### src/rtl/lmi_iram_arb.sv
// lmi_iram_arb: instruction-RAM ownership arbiter (fetch / external port / invalidate sweep).
// Optional macro LMI_IRAM_ARB_STARVE_EN bounds how long busy fetch can hold off the external port.
module lmi_iram_arb #(
    parameter int VAL_IDX_W     = 7,
    parameter int MAX_FETCH_RUN = 16,
    parameter int RUN_CNT_W     = 5
) (
    input  logic                 CLK,
    input  logic                 RESET_D1_R,
    input  logic                 INVALIDATE,
    input  logic                 FETCH_REQ,
    input  logic                 EXT_REQ_R,
    output logic                 EXT_GNT_R,
    output logic                 FETCH_HALT,
    output logic                 DATA_SEL_EXT,
    output logic [VAL_IDX_W-1:0] VAL_INDEX,
    output logic                 VAL_WE,
    output logic                 VAL_CS,
    output logic                 INV_BUSY
);

    typedef enum logic [1:0] {
        S_FETCH,
        S_HAND,
        S_EXT,
        S_INV
    } state_t;

    localparam logic [VAL_IDX_W-1:0] LAST_IDX = '1;

    state_t               r_state;
    state_t               w_nxt;
    logic [VAL_IDX_W-1:0] r_idx;
    logic [VAL_IDX_W-1:0] w_idx_nxt;
    logic                 r_pend;
    logic                 w_pend_nxt;
    logic                 w_ext_go;
    logic                 r_gnt;
    logic                 r_halt;
    logic                 r_inv;
    logic                 r_busy;

`ifdef LMI_IRAM_ARB_STARVE_EN
    localparam logic [RUN_CNT_W-1:0] RUN_MAX = RUN_CNT_W'(MAX_FETCH_RUN);

    logic [RUN_CNT_W-1:0] r_run;

    assign w_ext_go = EXT_REQ_R & (~FETCH_REQ | (r_run == RUN_MAX));

    // Count busy fetch cycles that hold off a pending external request
    always_ff @(posedge CLK or posedge RESET_D1_R) begin
        if (RESET_D1_R) begin
            r_run <= '0;
        end else if (r_state != S_FETCH || w_nxt != S_FETCH || !EXT_REQ_R) begin
            r_run <= '0;
        end else if (FETCH_REQ && r_run != RUN_MAX) begin
            r_run <= r_run + 1'b1;
        end
    end
`else
    logic w_unused_cfg;

    assign w_unused_cfg = ^{RUN_CNT_W'(MAX_FETCH_RUN)};
    assign w_ext_go     = EXT_REQ_R & ~FETCH_REQ;
`endif

    // Next owner, sweep index and deferred-invalidate flag
    always_comb begin
        w_nxt      = r_state;
        w_idx_nxt  = '0;
        w_pend_nxt = r_pend;
        unique case (r_state)
            S_FETCH: begin
                if (INVALIDATE || r_pend) begin
                    w_nxt      = S_INV;
                    w_pend_nxt = 1'b0;
                end else if (w_ext_go) begin
                    w_nxt = S_HAND;
                end
            end
            S_HAND: begin
                if (INVALIDATE) begin
                    w_nxt      = S_INV;
                    w_pend_nxt = 1'b0;
                end else begin
                    w_nxt = S_EXT;
                end
            end
            S_EXT: begin
                if (!EXT_REQ_R) begin
                    if (r_pend || INVALIDATE) begin
                        w_nxt      = S_INV;
                        w_pend_nxt = 1'b0;
                    end else begin
                        w_nxt = S_FETCH;
                    end
                end else if (INVALIDATE) begin
                    w_pend_nxt = 1'b1;
                end
            end
            S_INV: begin
                if (INVALIDATE) begin
                    w_idx_nxt = '0;
                end else if (r_idx == LAST_IDX) begin
                    w_nxt = S_FETCH;
                end else begin
                    w_idx_nxt = r_idx + 1'b1;
                end
            end
            default: begin
                w_nxt = S_FETCH;
            end
        endcase
    end

    // State plus registered array-steering outputs decoded from the next owner
    always_ff @(posedge CLK or posedge RESET_D1_R) begin
        if (RESET_D1_R) begin
            r_state <= S_FETCH;
            r_idx   <= '0;
            r_pend  <= 1'b0;
            r_gnt   <= 1'b0;
            r_halt  <= 1'b0;
            r_inv   <= 1'b0;
            r_busy  <= 1'b0;
        end else begin
            r_state <= w_nxt;
            r_idx   <= w_idx_nxt;
            r_pend  <= w_pend_nxt;
            r_gnt   <= (w_nxt == S_EXT);
            r_halt  <= (w_nxt != S_FETCH);
            r_inv   <= (w_nxt == S_INV);
            r_busy  <= (w_nxt == S_INV) | w_pend_nxt;
        end
    end

    assign EXT_GNT_R    = r_gnt;
    assign DATA_SEL_EXT = r_gnt;
    assign FETCH_HALT   = r_halt;
    assign VAL_WE       = r_inv;
    assign VAL_CS       = r_inv;
    assign VAL_INDEX    = r_idx;
    assign INV_BUSY     = r_busy;

endmodule

### config.mk
export PLATFORM = sky130hd
export DESIGN_NAME = lmi_iram_arb
export DESIGN_NICKNAME = d
export VERILOG_FILES = /design/src/rtl/lmi_iram_arb.sv
export SDC_FILE = /design/constraint.sdc
export NUM_CORES = 1
export LEC_CHECK = 0
export CAP_MARGIN = 10
export CORE_MARGIN = 5
export CORE_UTILIZATION = 44
export CTS_CLUSTER_DIAMETER = 200
export DETAILED_ROUTE_END_ITERATION = 16
export GPL_TIMING_DRIVEN = 0
export PLACE_DENSITY = 0.85
export SYNTH_ARGS = -nofsm -noshare
export SYNTH_HDL_FRONTEND = slang
export SYNTH_SLANG_ARGS = --single-unit
export TNS_END_PERCENT = 1
### constraint.sdc
create_clock -name CLK -period 1.4 [get_ports CLK]
set_input_delay 0.35 -clock CLK [delete_from_list [all_inputs] [get_ports CLK]]
set_output_delay 0.35 -clock CLK [all_outputs]
set_load 0.02 [all_outputs]
==> qor.yml, run 1 <==
outcome:
  status: "finished with violations"
  violations: "setup timing"
timing:
  fin_crit_sh: 1.01
  worstMarginPinSlew_ns: 0.537
  finalSetupViolCount: 1
  slew-limit-headroom: 0.642
  finalHoldViolations: 0
  finalMaxSlewViolations: 0
  setup_ws_ns: -0.00864
  rsz0062_at_grt: "yes"
  finClkSkew_ns: 0.00829
  holdWs_ns: 0.399
  post-route-min-period_ns: 1.41
  setup_tns_ns: -0.00864
  timing.fmax_ghz: 0.710
global_route:
  grt_usage: 0.153
  antenna_found_initial: 0
  grt_max_degree: 15
  grt_pass1_wl_um: 2330
  grt_pass1_vias: 517
  grt.overflow.total: 0
logic_synthesis:
  synth-edff-count: 0
  synth-seq-cells: 14
  synth_area_um2: 636
  synthFlopType: "dfrtp_1"
  yosysWarnings: 0
  yosysTopAreaCellShare: 0.551
  synth_area_leaders: "dfrtp_1, nor3_1, o21ai_0"
  synth_cell_types: 24
  syn_area_per_cell_um2: 10.4
  synthTopCellsByCount: "dfrtp_1, nand2_1, nor2_1, nor3_1, o21ai_0"
  netlist_instances: 61
  yosysSeqAreaShare: 0.551
  yosysMostFrequentCell: "dfrtp_1"
  synthArstFlopShare: 1.00
  synthesis.nets: 67
  synth_top_area_cell: "dfrtp_1"
floorplan:
  dieArea_um2: 2300
  row_count: 13
  ios: 18
  initial_core_util: 0.477
  core_area_um2: 1330
  die_y_um: 48.0
  die_w_um: 48.0
pwr:
  powerDensity_nw_per_um2: 911
  ir_drop_mv: 0.498
  p_leak_nw: 0.356
finish:
  stdcell_count: 99
  fin_nets: 91
  drive_gt1_frac: 0.226
  fin_area_um2: 860
  syn_to_final_growth_pct: 35.2
  diodes: 0
critical_path:
  r2r_end: "VAL_INDEX[6]"
  cp-endpoint: "VAL_INDEX[6]"
  start_kind: "flop"
  slowest_delay_ns: 0.42
  worst-path-stages: 4
  crit_start: "VAL_INDEX[0]"
  reg2reg_depth: 4
  worstSetupEndpointType: "flop"
  worstPathArrival_ns: 1.62
  cp_slowest_cell: "dfrtp_1"
  worstPathMaxFanout: 5
  r2r-start: "VAL_INDEX[0]"
  required_ns: 1.61
  path_delay_family: "simple AND/OR/NAND/NOR gates"
  crit_type: "reg -> reg"
  cp.buffers_inverters: 0
  path_cells: "ha_1, nand3_2, or3_1, a21oi_1"
  ff2ff_setup_slack_ns: -0.009
place:
  port_buffers: 17
  dp_cells: 93
  dp_hpwl_um: 984
  globalplace.congestion: 0.805
  place_area_um2: 827
routing:
  drt_iter0_drc: 10
  via_count: 558
  routedWlPerCell_um: 15.1
  wl_um: 1490
  dr.pass1.iters: 4
  via_per_inst: 5.64
  ant_nets: 0
  drc_errors: 0
job:
  maxCapViolCount: 0
clocking:
  cts_tree: "built"
  cts.sinks: 14
  path_clk_slew_ns: 0.09
  cts_buffers: 3
  insertion_delay_ns: 0.28
  cts-root-buf: "clkbuf_4"
  h-tree-depth: 1
  cts.path.max_buffers: 2
  hold_buffers: 0
min_path:
  holdCritPathClass: "in -> async"
==> metrics by stage <==
step           setup WS, ns   util  total power [mW]
3_5_place_dp         -0.161  0.620             0.501
4_1_cts            -0.00840  0.642             0.779
2_1_floorplan      -0.00573      -             0.462
3_3_place_gp         -0.129  0.620             0.497
5_1_grt             -0.0958  0.644             0.824
6_report           -0.00864  0.644             0.783
==> layout make-up <==
| type | instances | area [um2] |
|---|---|---|
| timing repair buffer | 19 | 160 |
| multi-input combinational | 43 | 270 |
| fill | 114 | 474 |
| inverter | 2 | 7.51 |
| sequential | 14 | 352 |
| clock buffer | 4 | 36.3 |
| tap | 15 | 18.8 |
| buffer | 2 | 15.0 |
==> cell usage in the layout, fill, tap and decap left out <==
cell / netlist / final
nor3_1: 5 / 5
nor2_1: 5 / 4
clkdlybuf4s15_1: 0 / 2
nand2_1: 6 / 6
clkdlybuf4s50_1: 0 / 4
xnor2_1: 1 / 1
clkbuf_4: 0 / 3
o21ai_0: 5 / 5
nor2_4: 0 / 1
a2111oi_0: 1 / 1
dfrtp_1: 14 / 13
inv_1: 2 / 2
a22oi_1: 1 / 1
xor2_1: 2 / 2
or3_1: 2 / 2
o21ai_1: 1 / 1
dlygate4sd2_1: 0 / 5
a211oi_2: 1 / 1
buf_4: 2 / 6
a21oi_1: 2 / 2
nand3b_1: 2 / 2
nand3_1: 1 / 1
clkdlybuf4s15_2: 0 / 1
nor2b_1: 1 / 1
a211oi_1: 1 / 1
dfrtp_2: 0 / 1
clkbuf_8: 0 / 1
clkbuf_2: 0 / 3
nand3_2: 2 / 2
nor3b_1: 1 / 1
a22o_1: 1 / 1
nand2b_1: 1 / 1
ha_1: 1 / 1
==> registers in the layout, indices dropped and copies added (netlist names) <==
register      count
FETCH_HALT        1
DATA_SEL_EXT      1
r_pend            1
r_state           2
INV_BUSY          1
VAL_CS            1
VAL_INDEX         7
==> worst min-delay path by stage <==
stage	from	to	slack (ns)	cells after the start
after floorplan	RESET_D1_R	DATA_SEL_EXT	0.24	1
after global placement	VAL_INDEX[0]	VAL_INDEX[0]	0.51	1
after detailed placement	VAL_INDEX[0]	VAL_INDEX[0]	0.53	1
after CTS	RESET_D1_R	VAL_INDEX[0]	0.42	2
after global routing	RESET_D1_R	VAL_INDEX[6]	0.44	2
final	RESET_D1_R	INV_BUSY	0.40	2
==> logic make-up after synthesis <==
kind of cell / share of synthesized area
adder cells (fa/ha/maj): 0.0197
buffers and inverters: 0.0354
XOR/XNOR: 0.0413
flip-flops: 0.551
AO/OA/AOI/OAI: 0.134
AND/OR/NAND/NOR: 0.218
==> routing by layer <==
layer	GRT usage	up-vias	share of wire
li1	-	261	-
met3	0.0226	5	0.072
met2	0.277	24	0.54
met4	0.0968	0	0.025
met1	0.162	268	0.37
met5	0	-	0
==> power by group <==
part	total, mW	internal, mW	switching (mW)
Clock	0.287	0.158	0.129
Sequential	0.421	0.412	0.00944
Combinational	0.0748	0.0334	0.0413
==> what timing repair did <==
item                                    in CTS  in global routing
resized for setup                           21                  6
endpoints found under the setup margin      15                 13
buffers inserted                             0                  2
(Power assumes the default switching activity.)
==> run 2, diff against run 1 <==
--- a/config.mk
+++ b/config.mk
@@ -8,7 +8,6 @@
 export CAP_MARGIN = 10
 export CORE_MARGIN = 5
 export CORE_UTILIZATION = 44
-export CTS_CLUSTER_DIAMETER = 200
 export DETAILED_ROUTE_END_ITERATION = 16
 export GPL_TIMING_DRIVEN = 0
 export PLACE_DENSITY = 0.85
==> results of run 2 <==
Same layout as run 1: the final DEF is identical, and so are final timing and power.
==> run 3, diff against run 2 <==
==> constraint.sdc (replaced) <==
create_clock -name CLK -period 1.4 [get_ports CLK]
set_input_delay 0.14 -clock CLK [delete_from_list [all_inputs] [get_ports CLK]]
set_output_delay 0.14 -clock CLK [all_outputs]
set_load 0.02 [all_outputs]
==> run 3 against run 2 <==
  * The run now ends clean
  * Sequential share of layout area down 1.7 points
  * Sequential power hardly changed
  * Global-route usage is 0.70 points lower
  * Critical endpoint is now INV_BUSY
  * Highest routed layer unchanged
==> qor.yml, run 3 (synthesis results as in run 1) <==
timing:
  post-route-min-period_ns: 1.36  # -0.0507 ns
  finalMaxSlewViolations: 0  # unchanged
  finalHoldViolations: 0  # unchanged
  finClkSkew_ns: 0.00267  # -0.00561 ns
  timing.fmax_ghz: 0.736  # +3.7%
  worstMarginPinSlew_ns: 0.525  # -0.0119 ns
  slew-limit-headroom: 0.650  # +0.00794
  fin_crit_sh: 0.970  # -0.0362
  setup_tns_ns: 0  # +0.00864 ns
  finalSetupViolCount: 0  # -1
routing:
  via_per_inst: 5.53  # -2.0%
  wl_um: 1480  # -1.0%
  drt_iter0_drc: 4  # -6
  via_count: 547  # -2.0%
  routedWlPerCell_um: 14.9  # -1.0%
  dr.pass1.iters: 4  # unchanged
  drc_errors: 0  # unchanged
  ant_nets: 0  # unchanged
finish:
  diodes: 0  # unchanged
  largest_reg_flops: 7  # unchanged
  multiInputGateArea_um2: 290  # +7.4%
  fillers: 109  # -4.4%
  final_cell_mix: "dfrtp_1, dlygate4sd2_1, nand2_1, buf_4, clkdlybuf4s50_1"
  final_common_cell: "dfrtp_1"
  fin_nets: 91  # unchanged
  syn_to_final_growth_pct: 40.7
  seq_area_um2: 350  # -0.36%
  fin_util: 0.671  # +0.0263
  drive_gt1_frac: 0.179  # -0.0476
critical_path:
  r2r-start: "VAL_INDEX[0]"
  start_kind: "flop"
  crit_type: "reg -> out"
  cp_slowest_cell: "clkdlybuf4s50_1"
  worst-path-stages: 1  # -3
  required_ns: 1.26  # -0.35 ns
  worstPathMaxFanout: 1  # -4
  reg2reg_depth: 4  # unchanged
  worstSetupEndpointType: "primary output"
  worstPathArrival_ns: 1.22  # -0.40 ns
  cp.buffers_inverters: 1  # +1
  crit_start: "INV_BUSY"
  path_delay_family: "buffers and inverters"
  slowest_delay_ns: 0.60  # +0.18 ns
  path_cells: "clkdlybuf4s50_1"
clocking:
  hold_buffers: 0  # unchanged
  cts_buffers: 3  # unchanged
  insertion_delay_ns: 0.28  # about the same
  cts-root-buf: "clkbuf_4"
  h-tree-depth: 1  # unchanged
  cts.sinks: 14  # unchanged
  cts_tree: "built"
  path_clk_slew_ns: 0.08  # about the same
  cts.path.max_buffers: 2  # unchanged
place:
  dp_hpwl_um: 984  # unchanged
  port_buffers: 17  # unchanged
  globalplace.congestion: 0.805  # unchanged
global_route:
  grt_max_degree: 15  # unchanged
  grt_pass1_vias: 514  # -0.58%
  grt_usage: 0.146  # -0.00702
  antenna_found_initial: 0  # unchanged
  grt.overflow.total: 0  # unchanged
  grt_pass1_wl_um: 2270  # -2.7%
pwr:
  powerDensity_nw_per_um2: 878  # -3.6%
  p_leak_nw: 0.397  # +11%
  ir_drop_mv: 0.571  # +15%
min_path:
  holdCritPathClass: "in -> async"
floorplan:
  ios: 18  # unchanged
  die_w_um: 48.0  # unchanged
  core_area_um2: 1330  # unchanged
  initial_core_util: 0.477  # unchanged
  dieArea_um2: 2300  # unchanged
  row_count: 13  # unchanged
  die_y_um: 48.0  # unchanged
job:
  maxCapViolCount: 0  # unchanged
outcome:
  status: "finished clean"
-- run 3: cell count changes in the layout (fill, tap and decap cells not counted), moves of 2 or more --
| cell | delta |
|---|---|
| clkbuf_2 | -3 |
| dlygate4sd2_1 | +2 |
| clkdlybuf4s15_1 | -2 |
| dlymetal6s2s_1 | +2 |
| clkdlybuf4s50_1 | +2 |
-- run 3: worst paths after layout --
check | end | slack (ns)
max | INV_BUSY | 0.04
min | VAL_INDEX[3] | 0.19
max reg2reg | VAL_INDEX[5] | 0.08
min reg2reg | INV_BUSY | 0.58
max in group asynchronous | DATA_SEL_EXT | 0.86
min in group CLK | r_state[0] | 0.53
-- run 3: layer usage --
layer  global-route usage  wire length [um]  vias up
met2                0.248               760       18
met5                    0                 0        -
li1                     -                 -      265
met1                0.167               589      259
met3               0.0226                87        5
met4               0.0968                39        0
-- run 3: timing repair --
item,4_1_cts,5_1_grt
endpoints found under the setup margin,11,6
gates resized for setup,10,5
setup buffers,0,2
-- run 3: cell type report --
class / instances / area share
buffer: 2 / 0.0168
clock buffer: 4 / 0.0406
inverter: 2 / 0.00839
multi-input combinational: 43 / 0.324
sequential: 14 / 0.392
tap: 15 / 0.0210
timing repair buffer: 19 / 0.197
-- run 3: per-stage QoR --
| stage | power [mW] | cells | hold slack, ns | worst slack [ns] | area, um2 |
|---|---|---|---|---|---|
| floorplan | 0.462 | 61 | 0.0292 | -0.00573 | 638 |
| global placement | 0.497 | 93 | 0.495 | 0.0580 | 827 |
| detailed placement | 0.501 | 93 | 0.512 | -0.00465 | 827 |
| CTS | 0.778 | 97 | 0.208 | -0.00386 | 855 |
| global route | 0.829 | 99 | 0.238 | -0.000133 | 895 |
| finish | 0.786 | 99 | 0.187 | 0.0420 | 895 |
-- run 3: report_power, final --
part	internal (mW)	switching, mW
clock	0.158	0.125
sequential	0.411	0.0128
combinational	0.0353	0.0424
total	0.605	0.181
